===== src/rtl/e203_dtcm_ctx_defines.sv =====
// Shared definitions for the DTCM context save/restore scheduler.
// Optional checksum word: define E203_DTCM_CTX_CHKSUM_EN.
package e203_dtcm_ctx_defines;

  typedef enum logic [1:0] {
    IDLE    = 2'd0,
    SAVE    = 2'd1,
    RESTORE = 2'd2,
    RDONE   = 2'd3
  } ctx_state_e;

  localparam int          CTX_NREG      = 16;
  localparam int unsigned CTX_BASE_DFLT = 32'h3F00;

  // One extra bit so the checksum slot at index NREG fits when NREG=32
  localparam int CTX_CW = 6;

`ifdef E203_DTCM_CTX_CHKSUM_EN
  localparam bit CTX_CHK = 1'b1;
`else
  localparam bit CTX_CHK = 1'b0;
`endif

endpackage


===== src/rtl/e203_dtcm_ctx_seq.sv =====
// Context save/restore sequencer: FSM, word counter, pending events.
// Checksum word added when E203_DTCM_CTX_CHKSUM_EN is defined.
module e203_dtcm_ctx_seq
  import e203_dtcm_ctx_defines::*;
#(
  parameter int          AW       = 14,
  parameter int          DW       = 32,
  parameter int          MW       = 4,
  parameter int          NREG     = CTX_NREG,
  parameter int unsigned CTX_BASE = CTX_BASE_DFLT
) (
  input  logic          clk,
  input  logic          rst_n,
  input  logic          irq_i,
  input  logic          mret_i,
  input  logic [DW-1:0] ctx_rf_rdata,
  input  logic [DW-1:0] ram_dout,
  output logic          busy,
  output logic          core_gnt,
  output logic          eng_cs,
  output logic          eng_we,
  output logic [AW-1:0] eng_addr,
  output logic [MW-1:0] eng_wem,
  output logic [DW-1:0] eng_din,
  output logic [4:0]    ctx_rf_idx,
  output logic          ctx_rf_wen,
  output logic [DW-1:0] ctx_rf_wdata,
`ifdef E203_DTCM_CTX_CHKSUM_EN
  output logic          ctx_err,
`endif
  output logic          irq_regsave,
  output logic          mret_restore
);

  typedef logic [CTX_CW-1:0] cnt_t;

  localparam int   LAST     = NREG - 1 + int'(CTX_CHK);
  localparam cnt_t CNT_LAST = cnt_t'(LAST);
  localparam cnt_t CNT_NREG = cnt_t'(NREG);

  ctx_state_e state_q, state_d;
  cnt_t       cnt_q, cnt_d;
  cnt_t       ridx_q, ridx_d;
  logic       rvld_q, rvld_d;
  logic       irq_pend_q, irq_pend_d;
  logic       mret_pend_q, mret_pend_d;
  logic       sdone_q, sdone_d;
  logic       irq_any, mret_any, last;

`ifdef E203_DTCM_CTX_CHKSUM_EN
  logic [DW-1:0] csum_q, csum_d;
`endif

  assign irq_any     = irq_i | irq_pend_q;
  assign mret_any    = mret_i | mret_pend_q;
  assign last        = (cnt_q == CNT_LAST);
  assign busy        = (state_q != IDLE);
  assign core_gnt    = (state_q == IDLE) & ~(irq_any | mret_any);
  assign irq_regsave = sdone_q;

  always_comb begin
    state_d      = state_q;
    cnt_d        = cnt_q;
    ridx_d       = cnt_q;
    rvld_d       = 1'b0;
    irq_pend_d   = irq_pend_q | (busy & irq_i);
    mret_pend_d  = mret_pend_q | (busy & mret_i);
    sdone_d      = 1'b0;
    eng_cs       = 1'b0;
    eng_we       = 1'b0;
    eng_wem      = '0;
    eng_addr     = AW'(CTX_BASE + 32'(cnt_q));
    eng_din      = '0;
    ctx_rf_idx   = '0;
    ctx_rf_wdata = '0;
    mret_restore = 1'b0;
    // Slot NREG is the checksum word, never written to the regfile
    ctx_rf_wen   = rvld_q && (ridx_q != CNT_NREG);
`ifdef E203_DTCM_CTX_CHKSUM_EN
    csum_d       = csum_q;
    ctx_err      = 1'b0;
`endif
    if (ctx_rf_wen) begin
      ctx_rf_idx   = ridx_q[4:0];
      ctx_rf_wdata = ram_dout;
`ifdef E203_DTCM_CTX_CHKSUM_EN
      csum_d       = csum_q ^ ram_dout;
`endif
    end
    unique case (state_q)
      IDLE: begin
        cnt_d = '0;
`ifdef E203_DTCM_CTX_CHKSUM_EN
        csum_d = '0;
`endif
        if (irq_any) begin
          state_d     = SAVE;
          irq_pend_d  = 1'b0;
          mret_pend_d = mret_any;
        end else if (mret_any) begin
          state_d     = RESTORE;
          mret_pend_d = 1'b0;
        end
      end
      SAVE: begin
        eng_cs     = 1'b1;
        eng_we     = 1'b1;
        eng_wem    = '1;
        ctx_rf_idx = cnt_q[4:0];
        eng_din    = ctx_rf_rdata;
`ifdef E203_DTCM_CTX_CHKSUM_EN
        csum_d = csum_q ^ ctx_rf_rdata;
        if (cnt_q == CNT_NREG) eng_din = csum_q;
`endif
        cnt_d = cnt_q + cnt_t'(1);
        if (last) begin
          state_d = IDLE;
          sdone_d = 1'b1;
        end
      end
      RESTORE: begin
        eng_cs = 1'b1;
        rvld_d = 1'b1;
        cnt_d  = cnt_q + cnt_t'(1);
        if (last) state_d = RDONE;
      end
      RDONE: begin
        mret_restore = 1'b1;
        state_d      = IDLE;
`ifdef E203_DTCM_CTX_CHKSUM_EN
        ctx_err = rvld_q && (ridx_q == CNT_NREG) && (ram_dout != csum_q);
`endif
      end
      default: state_d = IDLE;
    endcase
  end

  always_ff @(posedge clk or negedge rst_n) begin
    if (!rst_n) begin
      state_q     <= IDLE;
      cnt_q       <= '0;
      ridx_q      <= '0;
      rvld_q      <= 1'b0;
      irq_pend_q  <= 1'b0;
      mret_pend_q <= 1'b0;
      sdone_q     <= 1'b0;
    end else begin
      state_q     <= state_d;
      cnt_q       <= cnt_d;
      ridx_q      <= ridx_d;
      rvld_q      <= rvld_d;
      irq_pend_q  <= irq_pend_d;
      mret_pend_q <= mret_pend_d;
      sdone_q     <= sdone_d;
    end
  end

`ifdef E203_DTCM_CTX_CHKSUM_EN
  always_ff @(posedge clk or negedge rst_n) begin
    if (!rst_n) csum_q <= '0;
    else        csum_q <= csum_d;
  end
`endif

endmodule


===== src/rtl/e203_dtcm_ctx_sched.sv =====
// DTCM port scheduler between core data path and context engine.
// Adds ctx_err output when E203_DTCM_CTX_CHKSUM_EN is defined.
module e203_dtcm_ctx_sched
  import e203_dtcm_ctx_defines::*;
#(
  parameter int          AW       = 14,
  parameter int          DW       = 32,
  parameter int          MW       = 4,
  parameter int          NREG     = CTX_NREG,
  parameter int unsigned CTX_BASE = CTX_BASE_DFLT
) (
  input  logic          clk,
  input  logic          rst_n,
  input  logic          core_cmd_valid,
  output logic          core_cmd_ready,
  input  logic          core_cmd_read,
  input  logic [AW-1:0] core_cmd_addr,
  input  logic [DW-1:0] core_cmd_wdata,
  input  logic [MW-1:0] core_cmd_wmask,
  output logic          core_rsp_valid,
  output logic [DW-1:0] core_rsp_rdata,
  input  logic          irq_i,
  input  logic          mret_i,
  output logic [4:0]    ctx_rf_idx,
  input  logic [DW-1:0] ctx_rf_rdata,
  output logic          ctx_rf_wen,
  output logic [DW-1:0] ctx_rf_wdata,
  output logic          irq_regsave,
  output logic          mret_restore,
`ifdef E203_DTCM_CTX_CHKSUM_EN
  output logic          ctx_err,
`endif
  output logic          busy,
  output logic          ram_cs,
  output logic          ram_we,
  output logic [AW-1:0] ram_addr,
  output logic [MW-1:0] ram_wem,
  output logic [DW-1:0] ram_din,
  input  logic [DW-1:0] ram_dout
);

  logic          core_gnt;
  logic          eng_cs, eng_we;
  logic [AW-1:0] eng_addr;
  logic [MW-1:0] eng_wem;
  logic [DW-1:0] eng_din;
  logic          rsp_vld_q, rsp_vld_d;
  logic          rsp_rd_q, rsp_rd_d;

  e203_dtcm_ctx_seq #(
    .AW       (AW),
    .DW       (DW),
    .MW       (MW),
    .NREG     (NREG),
    .CTX_BASE (CTX_BASE)
  ) u_seq (
    .clk          (clk),
    .rst_n        (rst_n),
    .irq_i        (irq_i),
    .mret_i       (mret_i),
    .ctx_rf_rdata (ctx_rf_rdata),
    .ram_dout     (ram_dout),
    .busy         (busy),
    .core_gnt     (core_gnt),
    .eng_cs       (eng_cs),
    .eng_we       (eng_we),
    .eng_addr     (eng_addr),
    .eng_wem      (eng_wem),
    .eng_din      (eng_din),
    .ctx_rf_idx   (ctx_rf_idx),
    .ctx_rf_wen   (ctx_rf_wen),
    .ctx_rf_wdata (ctx_rf_wdata),
`ifdef E203_DTCM_CTX_CHKSUM_EN
    .ctx_err      (ctx_err),
`endif
    .irq_regsave  (irq_regsave),
    .mret_restore (mret_restore)
  );

  // Held low during reset so every output reads zero
  assign core_cmd_ready = rst_n & core_gnt;

  always_comb begin
    ram_cs   = 1'b0;
    ram_we   = 1'b0;
    ram_addr = '0;
    ram_wem  = '0;
    ram_din  = '0;
    if (busy) begin
      ram_cs   = eng_cs;
      ram_we   = eng_we;
      ram_addr = eng_addr;
      ram_wem  = eng_wem;
      ram_din  = eng_din;
    end else if (core_cmd_ready) begin
      ram_cs   = core_cmd_valid;
      ram_we   = core_cmd_valid & ~core_cmd_read;
      ram_addr = core_cmd_addr;
      ram_wem  = core_cmd_wmask;
      ram_din  = core_cmd_wdata;
    end
  end

  assign rsp_vld_d = core_cmd_valid & core_cmd_ready;
  assign rsp_rd_d  = core_cmd_read;

  always_ff @(posedge clk or negedge rst_n) begin
    if (!rst_n) begin
      rsp_vld_q <= 1'b0;
      rsp_rd_q  <= 1'b0;
    end else begin
      rsp_vld_q <= rsp_vld_d;
      rsp_rd_q  <= rsp_rd_d;
    end
  end

  assign core_rsp_valid = rsp_vld_q;
  assign core_rsp_rdata = (rsp_vld_q & rsp_rd_q) ? ram_dout : '0;

endmodule


===== config.mk =====
export PLATFORM = sky130hd
export DESIGN_NAME = e203_dtcm_ctx_sched
export DESIGN_NICKNAME = d
export VERILOG_FILES = /design/src/rtl/e203_dtcm_ctx_defines.sv /design/src/rtl/e203_dtcm_ctx_seq.sv /design/src/rtl/e203_dtcm_ctx_sched.sv
export SDC_FILE = /design/constraint.sdc
export NUM_CORES = 1
export LEC_CHECK = 0
export ABC_AREA = 1
export CAP_MARGIN = 5
export CORE_AREA = 3 3 95 97
export CTS_CLUSTER_DIAMETER = 100
export DETAILED_ROUTE_END_ITERATION = 12
export DIE_AREA = 0 0 98 100
export DONT_BUFFER_PORTS = 1
export GPL_TIMING_DRIVEN = 0
export PLACE_DENSITY = 0.5
export SLEW_MARGIN = 25
export SYNTH_ARGS = -nofsm -noshare
export SYNTH_HDL_FRONTEND = slang
export SYNTH_HIERARCHICAL = 1
export SYNTH_SLANG_ARGS = --single-unit

===== constraint.sdc =====
create_clock -name clk -period 1.7 [get_ports clk]
set_input_delay 0.17 -clock clk [delete_from_list [all_inputs] [get_ports clk]]
set_output_delay 0.17 -clock clk [all_outputs]
set_load 0.01 [all_outputs]

==> results.py <==
metrics = {
    "placed_design": {
        "port_buffers": 0,
        "dp_cells": 612,
        "dp_hpwl_um": 8100,
        "place_congestion": 0.826,
        "preCtsSetupSlack_ns": -0.375,
    },
    "critical_path": {
        "endpoint": "ram_din[12]",
        "criticalPathCategory": "flop to primary output",
        "crit_arrival_ns": 1.66,
        "required_ns": 1.53,
        "reg2reg_depth": 9,
        "rrSetupSlack_ns": 0.18,
        "cp-end-kind": "primary output",
        "critical_path.startpoint": "u_seq/state_q[0]",
        "startpoint_type": "flop",
        "r2r_end": "u_seq/state_q[1]",
        "cp_max_fo": 6,
        "rr_startpoint": "u_seq/state_q[1]",
    },
    "global_routing": {
        "grt_pass1_vias": 3087,
        "grt.overflow.total": 0,
        "grt.total_usage_pct": 20.6,
        "grt_max_degree": 21,
        "grt_pass1_wl_um": 16200,
        "antenna_found_initial": 0,
    },
    "logic_synthesis": {
        "ys_types": 23,
        "yosysWarnings": 6,
        "ys_ff_latch": 20,
        "netlist_area_um2": 2620,
        "syn_area_per_cell_um2": 5.23,
        "syn_inst": 501,
        "synth_seq_area_share_pct": 19.1,
    },
    "sta": {
        "fmax_ghz": 0.548,
        "period_needed_ns": 1.83,
        "rsz0062_at_grt": "yes",
        "finalSetupViolations": 51,
        "fin_skew_ns": 0.00447,
        "min_period_over_period_pct": 107,
        "fin_ws_ns": -0.126,
        "slew_violations": 0,
        "hold_viol_final": 0,
    },
    "detailed_routing": {
        "drt_iter0_drc": 58,
        "via_count": 3091,
        "firstDrtPassIters": 4,
        "antenna_left": 0,
        "routed_wirelength_um": 11200,
        "remaining_drc_errors": 0,
        "routed_via_density": 4.83,
        "detail_route.wl_per_cell_um": 17.5,
    },
    "power": {
        "p_int_mw": 2.53,
        "p_seq_share_pct": 12.2,
        "ir_drop_uv": 722,
        "power_density_nw_per_um2": 1310,
        "total_power_mw": 5.42,
        "p_clk_share_pct": 6.9,
        "p_leak_nw": 2.21,
        "p_sw_share_pct": 53.3,
        "combinationalPowerShare_pct": 81.0,
        "switchingPower_mw": 2.89,
    },
    "final_layout": {
        "fillers": 815,
        "final_cells": 640,
        "diodes": 0,
        "postLayoutCoreUtil_pct": 50.5,
        "nets": 663,
        "layout-drive-gt1-share_pct": 34.4,
        "syn_to_final_growth_pct": 58.3,
    },
    "run_status": {
        "failed_checks": "negative setup slack",
        "status": "finished, violations left",
    },
    "clock_network": {
        "clkLatencyLatePin_ns": 0.26,
        "root_buffer": "clkbuf_8",
        "clkTransAtPathRegs_ns": 0.07,
        "cts_buffers": 3,
        "clk_path_buf_depth": 2,
        "h-tree-depth": 1,
        "cts_num_sinks": 20,
        "cts_tree": "done",
    },
    "floorplan": {
        "initial_core_util_pct": 31.9,
        "die_h_um": 100,
        "ios": 247,
        "die_w_um": 98,
        "core_area_um2": 8220,
        "num_rows": 33,
        "dieArea_um2": 9800,
    },
    "min_path": {
        "hold_class": "primary input to flop",
    },
    "run": {
        "cap_violations": 0,
    },
}
==> layout by cell type, fill, tap and decap left out, types with 2 or more instances in the layout <==
cell,netlist,routed
o22ai_4,0,2
nand2_1,161,115
inv_1,112,107
conb_1,2,8
nand2_2,3,48
nor2_1,79,77
clkbuf_16,0,10
nand2_8,0,2
dlygate4sd3_1,0,2
buf_4,12,26
dfrtp_1,20,20
nand3_1,10,7
ha_4,0,2
buf_8,0,9
buf_12,0,3
nor2_2,2,4
nand3_2,0,2
clkbuf_8,0,4
ha_1,7,5
inv_2,1,3
buf_6,10,4
a21oi_1,3,3
o21ai_4,0,51
o21ai_0,7,4
buf_2,12,6
==> worst min-delay path by stage <==
stage / from / to / slack [ns] / cells after the start
after global placement: rst_n / u_seq/mret_pend_q / -0.13 / 0
after CTS: core_cmd_valid / core_rsp_valid / 0.03 / 2
after floorplan: rst_n / core_rsp_valid / -0.13 / 0
final: core_cmd_valid / core_rsp_valid / 0.04 / 2
after global routing: core_cmd_valid / core_rsp_valid / 0.05 / 2
after detailed placement: rst_n / u_seq/mret_pend_q / -0.13 / 0
==> per-layer routing <==
layer  vias to the layer above  global-route usage [%]  part of all wire (%)
met5                         -                       0                     0
met4                         0                    3.94                   1.2
met3                        12                    6.39                   8.2
met2                       172                    39.4                    54
met1                      1405                    22.5                    37
li1                       1502                       -                     -
==> state kept, by name, indices dropped and copies added, names as in the netlist <==
register           flops
u_seq/irq_pend_q       1
rsp_rd_q               1
u_seq/rvld_q           1
u_seq/ridx_q           6
u_seq/mret_pend_q      1
u_seq/state_q          2
core_rsp_valid         1
u_seq/irq_regsave      1
u_seq/cnt_q            6
==> through the flow <==
step / cell area [um2] / hold WS (ns) / setup TNS (ns)
4_1_cts: 3970 / 0.0327 / -4.47
3_3_place_gp: 2780 / -0.125 / -13.73
3_5_place_dp: 2780 / -0.125 / -14.69
6_report: 4150 / 0.0432 / -5.14
2_1_floorplan: 2650 / -0.126 / 0
5_1_grt: 4150 / 0.0453 / -8.98
==> timing repair <==
item | 4_1_cts | 5_1_grt
gates resized for setup | 192 | 39
hold endpoints to repair | 21 | 20
setup buffers | 13 | 0
hold buffers | 2 | 1
setup endpoints to repair | 58 | 58
pin swaps | 32 | 17
gates cloned | 6 | 2
==> area by class of cell <==
| cell class | count | area (um2) | share of cell area (%) |
|---|---|---|---|
| tap | 105 | 131 | 3.16 |
| timing repair buffer | 23 | 300 | 7.23 |
| multi-input combinational | 335 | 2230 | 53.8 |
| buffer | 38 | 463 | 11.2 |
| inverter | 115 | 469 | 11.3 |
| sequential | 20 | 500 | 12.1 |
| clock buffer | 4 | 55.1 | 1.33 |
==> power groups by stage <==
stage	registers, mW	logic, mW	clock network, mW
floorplan	0.643	2.14	0
global placement	0.667	2.63	0
CTS	0.650	4.02	0.382
finish	0.660	4.39	0.371
detailed placement	0.669	2.65	0
global route	0.675	4.73	0.408
==> cell families after synthesis <==
family	Yosys count	synth area share (%)
simple gates	258	38.1
compound gates	61	11.7
other cells	2	0.286
fa+ha+maj	7	3.34
buf+inv	153	27.4
flops	20	19.1
==> Yosys cell counts <==
library cell  number  area [um2]
nor3_1             1        5.00
ha_1               7        87.6
dfrtp_1           20         500
o21ai_1           49         245
clkinv_4           1        8.76
nor2_1            79         297
nand2_2            3        18.8
buf_6             10         113
o21ai_0            7        35.0
nand2_1          161         604
nor2_2             2        12.5
o22ai_1            2        12.5
inv_2              1        3.75
buf_4             12        90.1
or2_1              1        6.26
inv_1            112         420
nand4_1            1        6.26
clkbuf_2           4        20.0
a21oi_1            3        15.0
conb_1             2        7.51
nand3_1           10        50.1
clkinv_1           1        3.75
buf_2             12        60.1
==> critical path: stages (launching register included) <==
cell       delay [ns]
dfrtp_1          0.43
inv_2            0.10
ha_4             0.17
nand3_4          0.10
inv_6            0.12
nand2_8          0.10
clkbuf_16        0.18
o21ai_4          0.19
(Power assumes the default switching activity.)
